===== config.mk =====
export PLATFORM = sky130hd
export DESIGN_NAME = sram_arbiter_flat
export DESIGN_NICKNAME = d
export VERILOG_FILES = /design/src/rtl/sram_arb_pkg.sv /design/src/rtl/sram_arb_if.sv /design/src/rtl/sram_arb_pick.sv /design/src/rtl/sram_arbiter.sv /design/src/flat_wrapper.sv
export SDC_FILE = /design/constraint.sdc
export NUM_CORES = 1
export LEC_CHECK = 0
export BUFFER_PORTS_ARGS = -buffer_cell sky130_fd_sc_hd__buf_2
export CAP_MARGIN = 10
export CORE_ASPECT_RATIO = 0.6
export CORE_MARGIN = 1
export CORE_UTILIZATION = 49
export CTS_CLUSTER_DIAMETER = 200
export DETAILED_ROUTE_END_ITERATION = 8
export PLACE_DENSITY = 0.86
export REMOVE_ABC_BUFFERS = 1
export SLEW_MARGIN = 20
export SYNTH_ARGS = -nofsm -noshare
export SYNTH_HDL_FRONTEND = slang
export SYNTH_HIERARCHICAL = 1
export SYNTH_SLANG_ARGS = --single-unit

===== constraint.sdc =====
create_clock -name clk -period 2.96 [get_ports clk]
set_input_delay 0.444 -clock clk [delete_from_list [all_inputs] [get_ports clk]]
set_output_delay 0.444 -clock clk [all_outputs]
set_load 0.01 [all_outputs]

===== src/rtl/sram_arb_pkg.sv =====
// sram_arb_pkg: shared state, owner and arbitration-mode constants for the SRAM arbiter.
package sram_arb_pkg;
    typedef enum logic [1:0] {IDLE, SETUP, ACCESS, HOLD} state_t;
    localparam logic OWN_CPU = 1'b0;
    localparam logic OWN_DMA = 1'b1;
    localparam int ARB_RR = 0;
    localparam int ARB_FIXED = 1;
endpackage


===== src/rtl/sram_arb_if.sv =====
// sram_arb_if: request/acknowledge port between a bus requester and the SRAM arbiter.
interface sram_arb_if #(
    parameter int ADDR_W = 21,
    parameter int DATA_W = 8
);
    logic              req;
    logic              we;
    logic [ADDR_W-1:0] addr;
    logic [DATA_W-1:0] wdata;
    logic [DATA_W-1:0] rdata;
    logic              ack;
    modport master (output req, output we, output addr, output wdata, input rdata, input ack);
    modport slave  (input req, input we, input addr, input wdata, output rdata, output ack);
endinterface


===== src/rtl/sram_arb_pick.sv =====
// sram_arb_pick: two-way winner select; sel is the winning owner when grant is high.
module sram_arb_pick
    import sram_arb_pkg::*;
#(
    parameter int ARB_MODE = ARB_RR
) (
    input  logic cpu_req,
    input  logic dma_req,
    input  logic last_grant,
    output logic grant,
    output logic sel
);
    always_comb begin
        grant = cpu_req | dma_req;
        sel   = (cpu_req && dma_req) ? ((ARB_MODE == ARB_FIXED) ? OWN_CPU : ~last_grant) : dma_req;
    end
endmodule


===== src/rtl/sram_arbiter.sv =====
// sram_arbiter: shares an async SRAM between CPU and DMA ports with timed, registered strobes.
module sram_arbiter
    import sram_arb_pkg::*;
#(
    parameter int ADDR_W      = 21,
    parameter int DATA_W      = 8,
    parameter int WAIT_CYCLES = 2,
    parameter int ARB_MODE    = ARB_RR
) (
    input  logic              clk,
    input  logic              n_reset,
    sram_arb_if.slave         cpu,
    sram_arb_if.slave         dma,
    output logic [ADDR_W-1:0] sram_addr,
    output logic [DATA_W-1:0] sram_dq_o,
    output logic              sram_dq_oe,
    input  logic [DATA_W-1:0] sram_dq_i,
    output logic              n_sram_ce,
    output logic              n_sram_oe,
    output logic              n_sram_we,
    output logic              owner,
    output logic              busy
);
    localparam int CW = $clog2(WAIT_CYCLES + 1);

    if (WAIT_CYCLES < 1) begin : g_bad_wait
        $error("WAIT_CYCLES must be at least 1");
    end

    state_t            state_q, state_d;
    logic [CW-1:0]     cnt_q, cnt_d;
    logic              we_q, we_d;
    logic              owner_q, owner_d;
    logic              last_q, last_d;
    logic [ADDR_W-1:0] addr_q, addr_d;
    logic [DATA_W-1:0] dq_o_q, dq_o_d;
    logic [DATA_W-1:0] cpu_rdata_q, cpu_rdata_d;
    logic [DATA_W-1:0] dma_rdata_q, dma_rdata_d;
    logic              ce_n_q, ce_n_d;
    logic              oe_n_q, oe_n_d;
    logic              we_n_q, we_n_d;
    logic              dq_oe_q, dq_oe_d;
    logic              cpu_ack_q, cpu_ack_d;
    logic              dma_ack_q, dma_ack_d;
    logic              busy_q, busy_d;
    logic              grant, sel;

    sram_arb_pick #(.ARB_MODE(ARB_MODE)) u_pick (
        .cpu_req    (cpu.req),
        .dma_req    (dma.req),
        .last_grant (last_q),
        .grant      (grant),
        .sel        (sel)
    );

    always_comb begin
        state_d     = state_q;
        cnt_d       = cnt_q;
        we_d        = we_q;
        owner_d     = owner_q;
        last_d      = last_q;
        addr_d      = addr_q;
        dq_o_d      = dq_o_q;
        cpu_rdata_d = cpu_rdata_q;
        dma_rdata_d = dma_rdata_q;
        case (state_q)
            IDLE: if (grant) begin
                state_d = SETUP;
                owner_d = sel;
                last_d  = sel;
                we_d    = sel ? dma.we : cpu.we;
                addr_d  = sel ? dma.addr : cpu.addr;
                dq_o_d  = we_d ? (sel ? dma.wdata : cpu.wdata) : dq_o_q;
            end
            SETUP: begin
                state_d = ACCESS;
                cnt_d   = CW'(WAIT_CYCLES - 1);
            end
            ACCESS: if (cnt_q == '0) begin
                state_d     = HOLD;
                cpu_rdata_d = (!we_q && owner_q == OWN_CPU) ? sram_dq_i : cpu_rdata_q;
                dma_rdata_d = (!we_q && owner_q == OWN_DMA) ? sram_dq_i : dma_rdata_q;
            end else begin
                cnt_d = cnt_q - 1'b1;
            end
            default: state_d = IDLE;
        endcase
        // Strobes are decoded from the next state so every pin comes straight from a flop.
        ce_n_d    = state_d == IDLE;
        oe_n_d    = !(state_d == ACCESS && !we_d);
        we_n_d    = !(state_d == ACCESS && we_d);
        dq_oe_d   = we_d && state_d != IDLE;
        cpu_ack_d = state_d == HOLD && owner_d == OWN_CPU;
        dma_ack_d = state_d == HOLD && owner_d == OWN_DMA;
        busy_d    = state_d != IDLE;
    end

    always_ff @(posedge clk or negedge n_reset) begin
        if (!n_reset) begin
            state_q     <= IDLE;
            cnt_q       <= '0;
            we_q        <= 1'b0;
            owner_q     <= OWN_CPU;
            last_q      <= OWN_DMA;
            addr_q      <= '0;
            dq_o_q      <= '0;
            cpu_rdata_q <= '0;
            dma_rdata_q <= '0;
            ce_n_q      <= 1'b1;
            oe_n_q      <= 1'b1;
            we_n_q      <= 1'b1;
            dq_oe_q     <= 1'b0;
            cpu_ack_q   <= 1'b0;
            dma_ack_q   <= 1'b0;
            busy_q      <= 1'b0;
        end else begin
            state_q     <= state_d;
            cnt_q       <= cnt_d;
            we_q        <= we_d;
            owner_q     <= owner_d;
            last_q      <= last_d;
            addr_q      <= addr_d;
            dq_o_q      <= dq_o_d;
            cpu_rdata_q <= cpu_rdata_d;
            dma_rdata_q <= dma_rdata_d;
            ce_n_q      <= ce_n_d;
            oe_n_q      <= oe_n_d;
            we_n_q      <= we_n_d;
            dq_oe_q     <= dq_oe_d;
            cpu_ack_q   <= cpu_ack_d;
            dma_ack_q   <= dma_ack_d;
            busy_q      <= busy_d;
        end
    end

    assign sram_addr  = addr_q;
    assign sram_dq_o  = dq_o_q;
    assign sram_dq_oe = dq_oe_q;
    assign n_sram_ce  = ce_n_q;
    assign n_sram_oe  = oe_n_q;
    assign n_sram_we  = we_n_q;
    assign owner      = owner_q;
    assign busy       = busy_q;
    assign cpu.rdata  = cpu_rdata_q;
    assign cpu.ack    = cpu_ack_q;
    assign dma.rdata  = dma_rdata_q;
    assign dma.ack    = dma_ack_q;
endmodule


===== src/flat_wrapper.sv =====
// flat-port wrapper written by rule: the top's interface ports become plain ports
module sram_arbiter_flat import sram_arb_pkg::*;
#(
    parameter int ADDR_W      = 21,
    parameter int DATA_W      = 8,
    parameter int WAIT_CYCLES = 2,
    parameter int ARB_MODE    = ARB_RR
)
  (clk, n_reset, sram_addr, sram_dq_o, sram_dq_oe, sram_dq_i, n_sram_ce, n_sram_oe, n_sram_we, owner, busy, cpu_req, cpu_we, cpu_addr, cpu_wdata, cpu_rdata, cpu_ack, dma_req, dma_we, dma_addr, dma_wdata, dma_rdata, dma_ack);
  sram_arb_if #(.ADDR_W(ADDR_W), .DATA_W(DATA_W)) cpu_i ();
  sram_arb_if #(.ADDR_W(ADDR_W), .DATA_W(DATA_W)) dma_i ();
  input  logic clk;
  input  logic n_reset;
  output logic [ADDR_W-1:0] sram_addr;
  output logic [DATA_W-1:0] sram_dq_o;
  output logic sram_dq_oe;
  input  logic [DATA_W-1:0] sram_dq_i;
  output logic n_sram_ce;
  output logic n_sram_oe;
  output logic n_sram_we;
  output logic owner;
  output logic busy;
  input wire logic [$bits(cpu_i.req)-1:0] cpu_req;
  input wire logic [$bits(cpu_i.we)-1:0] cpu_we;
  input wire logic [$bits(cpu_i.addr)-1:0] cpu_addr;
  input wire logic [$bits(cpu_i.wdata)-1:0] cpu_wdata;
  output wire logic [$bits(cpu_i.rdata)-1:0] cpu_rdata;
  output wire logic [$bits(cpu_i.ack)-1:0] cpu_ack;
  input wire logic [$bits(dma_i.req)-1:0] dma_req;
  input wire logic [$bits(dma_i.we)-1:0] dma_we;
  input wire logic [$bits(dma_i.addr)-1:0] dma_addr;
  input wire logic [$bits(dma_i.wdata)-1:0] dma_wdata;
  output wire logic [$bits(dma_i.rdata)-1:0] dma_rdata;
  output wire logic [$bits(dma_i.ack)-1:0] dma_ack;
  assign cpu_i.req = cpu_req;
  assign cpu_i.we = cpu_we;
  assign cpu_i.addr = cpu_addr;
  assign cpu_i.wdata = cpu_wdata;
  assign cpu_rdata = cpu_i.rdata;
  assign cpu_ack = cpu_i.ack;
  assign dma_i.req = dma_req;
  assign dma_i.we = dma_we;
  assign dma_i.addr = dma_addr;
  assign dma_i.wdata = dma_wdata;
  assign dma_rdata = dma_i.rdata;
  assign dma_ack = dma_i.ack;
  sram_arbiter #(.ADDR_W(ADDR_W), .DATA_W(DATA_W), .WAIT_CYCLES(WAIT_CYCLES), .ARB_MODE(ARB_MODE)) u_core (.clk(clk), .n_reset(n_reset), .cpu(cpu_i), .dma(dma_i), .sram_addr(sram_addr), .sram_dq_o(sram_dq_o), .sram_dq_oe(sram_dq_oe), .sram_dq_i(sram_dq_i), .n_sram_ce(n_sram_ce), .n_sram_oe(n_sram_oe), .n_sram_we(n_sram_we), .owner(owner), .busy(busy));
endmodule

-- Word-level counts from Yosys, hierarchy flattened
Index checks and enable logic that the tools add are counted.
- register bits after elaboration: 59
- reduce and logical (&&, ||, !) cells: 22
- bitwise operators: 4
- equal/unequal tests: 5
- multiplexer cells: 13
- add/subtract/negate cells: 1
- operators by type and width (kind ; number):
    2-to-1 mux 21 bit ; 1
    AND reduction 3 bit ; 3
    logical AND 1 bit ; 8
    2-to-1 mux 8 bit ; 1
    equality test 2 bit (second input constant) ; 3
    logical NOT 2 bit ; 3
    2-to-1 mux 1 bit ; 6
    2-to-1 mux 2 bit ; 3
    one-hot mux 2 bit (3 select lines) ; 1
    logical NOT 1 bit ; 4
    one-hot mux 2 bit (2 select lines) ; 1
    AND reduction 2 bit ; 2
    nonzero test 2 bit ; 2
    NOT 1 bit ; 3
    equality test 2 x 1 -> 1 bit (second input constant) ; 1
    inequality test 2 bit (second input constant) ; 1
    subtractor 2 x 1 -> 2 bit (second input constant) ; 1
    bitwise OR 1 bit ; 1

-- Depth between registers and ports, before layout
Gate-level depths: netlist (run 1).
- word-level depth: 8
- mapped depth: 6

-- Hierarchy
Netlist (run 1), hierarchy kept.
- modules (own cells, without submodules) (module ; area each (µm²) ; instances ; cells an instance):
    sram_arbiter ; 2532.4 ; 1 ; 197
    sram_arb_pick ; 13.8 ; 1 ; 2

-- Worst setup path before layout (run 1)
No wires, ideal clock.
- path type: input -> register
- start: in dma_req
- end: reg u_core.dq_o_q[0] (netlist: u_core/sram_dq_o[0])
- required time: 2.835 ns
- path buffers: 1
- stages on the path: 4
- setup slack: 1.293 ns
- arrival: 1.542 ns
- path through: a21boi_1 > buf_4 > mux2_2 > mux2_2
- longest elaborated chain between the ends: 4
- elaborated cells between the ends (all ways): 6
- ends and longest elaborated chain (element ; line ; source):
    start, declared ; flat_wrapper.sv:29 ; input wire logic [$bits(dma_i.req)-1:0] dma_req;
    logical AND 1 bit ; sram_arb_pick.sv:15 ; sel = (cpu_req && dma_req) ? ((ARB_MODE == ARB_FIXED) ? OWN_CPU : ~last_grant) : dma_req;
    2-to-1 mux 1 bit ; sram_arb_pick.sv:15 ;
    2-to-1 mux 1 bit ; sram_arbiter.sv:71 ; we_d = sel ? dma.we : cpu.we;
    AND reduction 3 bit (no source line) ; - ;
    end signal, assigned ; sram_arbiter.sv:123 ; dq_o_q <= dq_o_d;
    end, declared ; sram_arbiter.sv:36 ; logic [DATA_W-1:0] dq_o_q, dq_o_d;
Several ways; a longest one is shown, not always the timed one.
A chain may end at the register's enable or synchronous reset.

-- Worst setup path after layout (run 1)
- start: reg u_core.state_q[0]
- end: reg u_core.dq_o_q[4] (netlist: u_core/sram_dq_o[4])
- longest elaborated chain between the ends: 2
- ends and longest elaborated chain (element ; line ; source):
    start, declared ; sram_arbiter.sv:30 ; state_t state_q, state_d;
    start signal, assigned ; sram_arbiter.sv:117 ; state_q <= state_d;
    logical NOT 2 bit ; sram_arbiter.sv:66 ; case (state_q)
    AND reduction 3 bit (no source line) ; - ;
No other way between the ends.

==> results of run 1 <==
-- sequential cells by signal, indices dropped and copies added, names as in the netlist, 2 cells and up --
name and count:
u_core/sram_dq_o 8, u_core/cpu.rdata 8, u_core/sram_addr 21, u_core/state_q 2, u_core/dma.rdata 8, u_core/cnt_q 2
-- how the worst max path moves through the flow --
stage / cells after the start / to / start / slack [ns]
floorplan: 4 / u_core/n_sram_oe / dma_req / -0.46
global placement: 5 / u_core/sram_dq_o[0] / cpu_req / 0.99
detailed placement: 5 / u_core/n_sram_oe / cpu_req / 0.91
CTS: 5 / u_core/sram_dq_o[5] / u_core/state_q[0] / 0.99
global route: 5 / u_core/sram_dq_o[5] / u_core/state_q[0] / 0.83
finish: 5 / u_core/sram_dq_o[4] / u_core/state_q[0] / 0.96
-- per-stage QoR --
step	worst slack [ns]	area, um^2	hold WS [ns]	setup TNS [ns]	instances
after floorplan	-0.458	2510	0.148	-4.97	192
after global placement	0.986	3250	0.461	0	382
after detailed placement	0.913	3250	0.467	0	382
after CTS	0.989	3480	0.179	0	398
after global routing	0.830	3480	0.207	0	398
final	0.961	3480	0.157	0	398
-- critical path, delay by kind of cell, from the launching register on --
family                     cells  cell delay, ns
and+or+nand+nor                2            0.75
DFF                            1            0.42
muxes                          1            0.39
adders and majority gates      1            0.22
buffers and inverters          1            0.10
-- placed cells by master (no fill, tap or decap) --
cell       synthesis  layout
clkbuf_8           0      11
dfstp_2            4       4
buf_12             0       1
nand2b_1           1       1
o21a_1             1       1
o21ai_0           25      25
a21boi_4           0       1
dfrtp_1           55      55
nand4b_1           1       1
nor2_1             1       1
a21oi_1            3       3
bufinv_16          0       2
buf_2              0     124
or3b_1             1       1
ha_1               5       5
or2_1              1       1
mux2i_2            1       1
and3_1             3       3
nand3b_1           1       1
nand2_1           24      24
mux2i_1           21      21
a21o_1             1       1
or2_2              1       1
a31oi_1            1       1
clkinv_2           0       3
nor3_4             1       1
buf_4              3       2
nor2_4             1       1
mux2_2            32      32
o2bb2ai_1          1       1
inv_1              5       5
-- kinds of logic after synthesis --
family,Yosys count,synth area share (%)
mux,54,22.9
compound gates,33,6.98
buf+inv,12,2.21
simple gates,36,7.22
fa+ha+maj,5,2.46
flops,59,58.2
-- layer usage --
layer	up-vias	GRT usage (%)
met4	0	8.44
li1	957	-
met1	949	29.3
met5	-	0
met3	6	6.43
met2	74	35.9
-- where the power goes --
group          switching [mW]  internal [mW]  total [mW]
Sequential              0.209           1.22        1.43
Clock                   0.306          0.515       0.821
Combinational           0.770          0.661        1.43
Total                    1.28           2.40        3.68
-- area by class of cell --
cell class | count | area, um^2 | share of cell area [%]
inverters | 5 | 18.8 | 0.539
well taps | 63 | 78.8 | 2.26
clock buffers | 11 | 151 | 4.35
flip-flops and latches | 59 | 1480 | 42.6
multi-input cells | 128 | 1020 | 29.3
repair buffers | 127 | 656 | 18.8
clock inverters | 5 | 75.1 | 2.16
==> impl_metrics.env, run 1 <==
export IMPL_dr_pass1_iters=4
export IMPL_synth_seq_area_share_pct=58.2
export IMPL_drc=0
export IMPL_synth_edf_count=0
export IMPL_wl_per_cell_um=14.3
export IMPL_synthesis_area_mm2=0.00255
export IMPL_cts_resized=0
export IMPL_n_fill_cell=361
export IMPL_grt_pass1_wl_mm=8.96
export IMPL_regToRegSetupSlack_ns=0.96
export IMPL_grt_use_total_pct=22.4
export IMPL_maxSlewHeadroom_pct=53.0
export IMPL_ios=125
export IMPL_power_mw=3.68
export IMPL_finalNetCount=407
export IMPL_initial_core_util_pct=53.3
export IMPL_ys_types=27
export IMPL_rows=19
export IMPL_antenna_found_initial=0
export IMPL_netlist_top_cells_count="55 x dfrtp_1, 32 x mux2_2, 25 x o21ai_0, 24 x nand2_1, 21 x mux2i_1"
export IMPL_drive_above_1_share_pct=54.9
export IMPL_slew_viol_final=0
export IMPL_synth_warnings=6
export IMPL_grt_pass1_vias=1888
export IMPL_fin_skew_ns=0.00846
export IMPL_ys_seq_elements=59
export IMPL_cpPeakStageDelay_ns=0.42
export IMPL_area_growth_pct=36.7
export IMPL_grt_ovfl_total=0
export IMPL_rr_worst_depth=5
export IMPL_top_layer="met4"
export IMPL_rsz0062_at_grt="false"
export IMPL_cts_made_buffers=9
export IMPL_outcome="finished, final reports clean"
export IMPL_core_mm2=0.00478
export IMPL_hold_viol_final=0
export IMPL_r2r_start="u_core/state_q[0]"
export IMPL_cp_required_ns=3.17
export IMPL_path_cells="inv_1, ha_1, nand2_1, nor2_4, mux2_2"
export IMPL_h_tree_depth=3
export IMPL_async_flop_share_pct=100
export IMPL_cts_root_buffer_cell="clkbuf_8"
export IMPL_synth_top_area_share_pct=54.1
export IMPL_yosys_top_cells_area="dfrtp_1 54%, mux2_2 14%, mux2i_1 8.3%"
export IMPL_grt_start_max_net_pins=32
export IMPL_cts_sinks=59
export IMPL_dieArea_mm2=0.00550
export IMPL_post_synth_top_count_cell="dfrtp_1"
export IMPL_cts_tree="yes"
export IMPL_dominantRegCellSynth="dfrtp_1"
export IMPL_cp_data_arrival_time_ns=2.21
export IMPL_leakagePower_nw=1.80
export IMPL_dr_wl_met2_mm=2.74
export IMPL_p_per_area_mw_per_mm2=1060
export IMPL_min_period_ns=2.00
export IMPL_portBuffers=124
export IMPL_avgViaCountPerCell=4.99
export IMPL_dr_total_vias=1986
export IMPL_cp_slowest_cell="dfrtp_1"
export IMPL_dp_hpwl_mm=4.40
export IMPL_antenna_violating_nets_post_route=0
export IMPL_routed_wl_mm=5.70
export IMPL_drt_met1_wl_mm=2.51
export IMPL_critPathKind="register to register"
export IMPL_reg2reg_to="u_core/sram_dq_o[4]"
export IMPL_clock_path_buffers=2
export IMPL_cts_hold_buf=0
export IMPL_yosysTopAreaCell="dfrtp_1"
export IMPL_dieHeight_um=57.8
export IMPL_hp_class="primary input to asynchronous set/reset pin"
export IMPL_worst_ir_drop_vdd_mv=0.688
export IMPL_die_x_um=95.1
export IMPL_clk_pin_slew_ns=0.07
export IMPL_max_freq_mhz=500
export IMPL_utilization_pct=72.8
export IMPL_worstSetupStartpointType="register"
export IMPL_gp_congestion=0.751
export IMPL_syn_area_per_cell_um2=12.8
export IMPL_clock_latency_ns=0.33
export IMPL_critPathCaptureType="register"
export IMPL_finalSetupViolCount=0
export IMPL_cp_max_fo=18
export IMPL_wl_met3_um=398
export IMPL_post_cts_setup_buffer_count=0
export IMPL_drt_iter0_markers=61
export IMPL_synthCells=199
export IMPL_num_antenna_cells=0
export IMPL_finalCritPeriodShare_pct=67.5
export IMPL_worst_slew_pin_slew_ns=0.705
export IMPL_max_cap_violations=0
Power figures use the tool's default switching activity.
==> run 2: changes to the inputs <==
- CORE_UTILIZATION: 49 -> 41
- PLACE_DENSITY: 0.86 -> 0.76
- clock period: 2.96 -> 1.7 ns (I/O delays scaled with it)
==> impl_metrics.env, run 2 (synthesis results as in run 1) <==
export IMPL_p_per_area_mw_per_mm2=1730
export IMPL_dieArea_mm2=0.00654
export IMPL_worstSetupStartpointType="register"
export IMPL_clock_latency_ns=0.33
export IMPL_met3_usage_pct=6.78
export IMPL_clk_pin_slew_ns=0.07
export IMPL_antenna_found_initial=0
export IMPL_p_switching_mw=2.20
export IMPL_hold_viol_final=0
export IMPL_drt_iter0_markers=56
export IMPL_wl_per_cell_um=13.1
export IMPL_layout_cells_non_filler=424
export IMPL_max_cap_violations=0
export IMPL_layout_commonest_cell="buf_2"
export IMPL_finalNetCount=416
export IMPL_cts_tree="yes"
export IMPL_dr_pass1_iters=4
export IMPL_p_int_mw=3.93
export IMPL_cts_root_buffer_cell="clkbuf_8"
export IMPL_critPathKind="register to register"
export IMPL_worst_slew_pin_slew_ns=0.429
export IMPL_power_frac_comb_pct=42.0
export IMPL_core_mm2=0.00578
export IMPL_p_clk_share_pct=17.3
export IMPL_r2r_start="u_core/state_q[0]"
export IMPL_fin_skew_ns=0.00900
export IMPL_grt_pass1_vias=1980
export IMPL_clock_path_buffers=2
export IMPL_grt_use_met2_pct=26.9
export IMPL_initial_core_util_pct=44.0
export IMPL_n_fill_cell=504
export IMPL_slew_viol_final=0
export IMPL_maxSlewHeadroom_pct=71.4
export IMPL_busiest_layer="met2"
export IMPL_pwr_share_seq_pct=40.7
export IMPL_antenna_violating_nets_post_route=0
export IMPL_die_x_um=104
export IMPL_cp_startpoint="u_core/state_q[0]"
export IMPL_h_tree_depth=3
export IMPL_switching_share_pct=36.0
export IMPL_min_period_ns=1.61
export IMPL_finalSetupViolCount=0
export IMPL_drive_above_1_share_pct=56.4
export IMPL_leakagePower_nw=1.81
export IMPL_drc=0
export IMPL_hp_class="primary input to register"
export IMPL_dp_hpwl_mm=4.15
export IMPL_cp_required_ns=1.91
export IMPL_grt_ovfl_total=0
export IMPL_finalCritPeriodShare_pct=94.5
export IMPL_largest_reg_flops=21
export IMPL_dr_total_vias=2000
export IMPL_gp_congestion=0.744
export IMPL_max_freq_mhz=622
export IMPL_dieHeight_um=63.0
export IMPL_num_antenna_cells=0
export IMPL_area_growth_pct=39.2
export IMPL_rsz0062_at_grt="false"
export IMPL_hold_ws_ns=0.169
export IMPL_cts_made_buffers=9
export IMPL_ios=125
export IMPL_cts_sinks=59
export IMPL_routed_wl_mm=5.55
export IMPL_hold_start="sram_dq_i[1]"
export IMPL_dpl_cell_count=406
export IMPL_grt_pass1_wl_mm=9.24
export IMPL_cp_data_arrival_time_ns=1.81
export IMPL_grt_start_max_net_pins=44
export IMPL_met1_usage_pct=24.5
export IMPL_outcome="finished, final reports clean"
export IMPL_grt_use_total_pct=18.2
export IMPL_worst_ir_drop_vdd_mv=0.861
export IMPL_portBuffers=124
export IMPL_avgViaCountPerCell=4.72
export IMPL_rows=21
export IMPL_critPathCaptureType="register"
export IMPL_cp_max_fo=8
export IMPL_final_cell_mix="124 x buf_2, 55 x dfrtp_1, 32 x mux2_2"
==> run 2: changes by cell type in the layout (fill, tap and decap cells not counted), sizes merged <==
cell,previous run,this run
clkbuf,11,13
buf,127,135
dlygate4sd3,0,1
bufinv,2,0
==> run 2: worst paths after layout <==
| path | endpoint | slack, ns | cells past startpoint |
|---|---|---|---|
| hold / removal | u_core/dma.rdata[1] | 0.17 | 2 |
| setup / recovery | u_core/cpu.rdata[5] | 0.09 | 6 |
| max in group asynchronous | u_core/last_q | 0.68 | 3 |
| hold reg to reg | u_core/sram_addr[11] | 0.47 | 2 |
| min in group asynchronous | u_core/busy | 0.40 | 2 |
| setup reg to reg | u_core/cpu.rdata[5] | 0.09 | 6 |
==> run 2: power by group through the flow <==
stage,clock network [mW],logic (mW),registers [mW]
global route,1.17,2.85,2.59
finish,1.06,2.58,2.50
floorplan,0,1.16,2.77
detailed placement,0,2.52,2.50
CTS,1.10,2.53,2.49
global placement,0,2.45,2.49
==> run 2: critical path: stages (launching register included) <==
cell and delay [ns]:
dfrtp_1 0.42, inv_2 0.10, ha_4 0.15, nand2_1 0.09, nor3_4 0.23, buf_12 0.15
mux2_2 0.33
==> run 2: layout make-up <==
class | instances | area, um^2 | area share [%]
Sequential cell | 59 | 1480 | 41.8
Multi-Input combinational cell | 128 | 1040 | 29.4
Timing Repair Buffer | 136 | 738 | 20.8
Clock buffer | 13 | 149 | 4.20
Tap cell | 80 | 100 | 2.82
Inverter | 5 | 18.8 | 0.530
Clock inverter | 3 | 15.0 | 0.424
==> run 2: routing by layer <==
layer  share of wire [%]  wire length (um)
met5                   0                 0
met4                0.87                48
met3                 7.8               435
met2                  44              2430
met1                  47              2630
==> run 2: repair_timing <==
action / 4_1_cts / 5_1_grt
setup buffers: 0 / 1
hold buffers: 1 / 0
endpoints found under the hold margin: 15 / 0
setup endpoints to repair: 0 / 34
resized for setup: 0 / 6
==> run 2: per-stage QoR <==
stage | setup slack [ns] | total power [mW] | setup TNS, ns | utilization [%] | instance area [um^2]
2_1_floorplan | -1.62 | 3.93 | -47.74 | - | 2510
3_3_place_gp | 0.141 | 4.94 | 0 | 57.8 | 3340
3_5_place_dp | 0.0718 | 5.02 | 0 | 57.8 | 3340
4_1_cts | 0.0641 | 6.12 | 0 | 60.8 | 3510
5_1_grt | 0.00984 | 6.61 | 0 | 61.3 | 3540
6_report | 0.0927 | 6.13 | 0 | 61.3 | 3540
==> run 3: changes to the inputs <==
- CELL_PAD_IN_SITES_DETAIL_PLACEMENT: unset -> 1
- CELL_PAD_IN_SITES_GLOBAL_PLACEMENT: unset -> 1
- CORE_UTILIZATION: 41 -> 31
==> impl_metrics.env, run 3 (synthesis results as in run 1) <==
export IMPL_h_tree_depth=3
export IMPL_cts_tree="yes"
export IMPL_dieArea_mm2=0.00859
export IMPL_num_antenna_cells=0
export IMPL_regToRegSetupSlack_ns=0.09
export IMPL_min_to="u_core/dma.rdata[7]"
export IMPL_drt_iter0_markers=63
export IMPL_clk_pin_slew_ns=0.05
export IMPL_place_ws_ns=0.0519
export IMPL_cts_sinks=59
export IMPL_cts_root_buffer_cell="clkbuf_16"
export IMPL_grt_ovfl_total=0
export IMPL_cp_startpoint="u_core/state_q[0]"
export IMPL_wl_per_cell_um=14.1
export IMPL_max_cap_violations=0
export IMPL_finalNetCount=414
export IMPL_grt_pass1_vias=2170
export IMPL_antenna_found_initial=0
export IMPL_gp_congestion=0.687
export IMPL_fin_ws_ns=0.0866
export IMPL_rr_worst_depth=6
export IMPL_clock_latency_ns=0.32
export IMPL_largest_reg_flops=21
export IMPL_grt_use_total_pct=16.3
export IMPL_outcome="finished, final reports clean"
export IMPL_multi_input_area_mm2=0.00103
export IMPL_reg2reg_to="u_core/cpu.rdata[7]"
export IMPL_slew_viol_final=0
export IMPL_hold_viol_final=0
export IMPL_dp_hpwl_mm=4.92
export IMPL_cp_data_arrival_time_ns=1.81
export IMPL_worstSetupStartpointType="register"
export IMPL_critPathCaptureType="register"
export IMPL_power_mw=7.00
export IMPL_top_layer="met4"
export IMPL_worst_slew_pin_slew_ns=0.539
export IMPL_min_period_ns=1.61
export IMPL_p_per_area_mw_per_mm2=1880
export IMPL_drt_met1_wl_mm=2.77
export IMPL_antenna_violating_nets_post_route=0
export IMPL_cp_max_fo=8
export IMPL_finalSetupViolCount=0
export IMPL_maxSlewHeadroom_pct=64.1
export IMPL_dr_total_vias=2016
export IMPL_worst_ir_drop_vdd_mv=0.597
export IMPL_hp_class="primary input to register"
export IMPL_cp_required_ns=1.90
export IMPL_drc=0
export IMPL_area_growth_pct=46.4
export IMPL_routed_wl_mm=6.34
export IMPL_initial_core_util_pct=32.2
export IMPL_n_fill_cell=885
export IMPL_grt_start_max_net_pins=44
export IMPL_hold_start="sram_dq_i[7]"
export IMPL_max_freq_mhz=620
export IMPL_finalCritPeriodShare_pct=94.9
export IMPL_core_mm2=0.00791
export IMPL_fin_skew_ns=0.00640
export IMPL_dr_pass1_iters=4
export IMPL_r2r_start="u_core/state_q[0]"
export IMPL_portBuffers=124
export IMPL_wl_met3_um=452
export IMPL_dr_wl_met2_mm=3.02
export IMPL_rows=25
export IMPL_layout_commonest_cell="buf_2"
export IMPL_min_delay_path_depth=2
export IMPL_clock_path_buffers=2
export IMPL_grt_pass1_wl_mm=10.5
export IMPL_dieHeight_um=72.2
export IMPL_critPathKind="register to register"
export IMPL_die_x_um=119
export IMPL_drive_above_1_share_pct=56.4
export IMPL_cts_made_buffers=9
export IMPL_leakagePower_nw=1.88
export IMPL_ios=125
export IMPL_final_cell_mix="124 x buf_2, 55 x dfrtp_1, 32 x mux2_2"
export IMPL_final_seq_area_mm2=0.00148
export IMPL_avgViaCountPerCell=4.48
==> run 3: cell count changes in the layout (fill, tap and decap cells not counted), sizes merged <==
| cell | delta |
|---|---|
| buf | -2 |
| bufinv | +2 |
| clkbuf | -2 |
==> run 3: area by class of cell <==
class	count	share of cell area, %
sequential	59	39.7
multi-input combinational	128	27.6
timing repair buffer	134	19.7
clock buffer	11	6.78
tap	108	3.63
clock inverter	5	2.01
inverter	5	0.504
==> run 3: how the worst max path moves through the flow <==
stage / end / slack (ns)
2_1_floorplan: u_core/n_sram_oe / -1.62
3_3_place_gp: u_core/sram_dq_o[3] / 0.14
3_5_place_dp: u_core/cpu.rdata[5] / 0.05
4_1_cts: u_core/sram_dq_o[7] / 0.04
5_1_grt: u_core/sram_dq_o[3] / -0.02
6_report: u_core/cpu.rdata[7] / 0.09
==> run 3: critical path, stage by stage (launching register included) <==
cell and delay [ns]:
dfrtp_1 0.41, inv_1 0.11, ha_2 0.22, nand2_1 0.11, nor3_4 0.17, buf_12 0.15, mux2_2 0.33
==> run 3: repair_timing <==
| item | in CTS | in global routing |
|---|---|---|
| setup buffers | 0 | 0 |
| gates resized for setup | 0 | 3 |
| hold buffers | 1 | 0 |
| endpoints found under the hold margin | 16 | 0 |
| endpoints found under the setup margin | 0 | 27 |
==> run 3: power by group <==
part	leakage (nW)	switching, mW	total, mW	internal [mW]
clock	0.165	0.592	1.94	1.35
combinational	1.01	1.37	2.58	1.21
sequential	0.705	0.353	2.48	2.13
==> run 3: through the flow <==
stage | setup TNS (ns) | hold slack [ns] | cell area, um^2 | std cells | util [%]
floorplan | -47.74 | -0.0406 | 2510 | 192 | -
CTS | 0 | 0.169 | 3720 | 450 | 47.0
global route | -0.0535 | 0.172 | 3730 | 450 | 47.1
finish | 0 | 0.178 | 3730 | 450 | 47.1
detailed placement | 0 | 0.279 | 3380 | 433 | 42.7
global placement | 0 | 0.280 | 3380 | 433 | 42.7
==> run 3: per-layer routing <==
metal | up-vias | track usage, %
met4 | 0 | 6.89
met3 | 10 | 6.53
li1 | 973 | -
met1 | 960 | 19.5
met2 | 73 | 26.4
met5 | - | 0
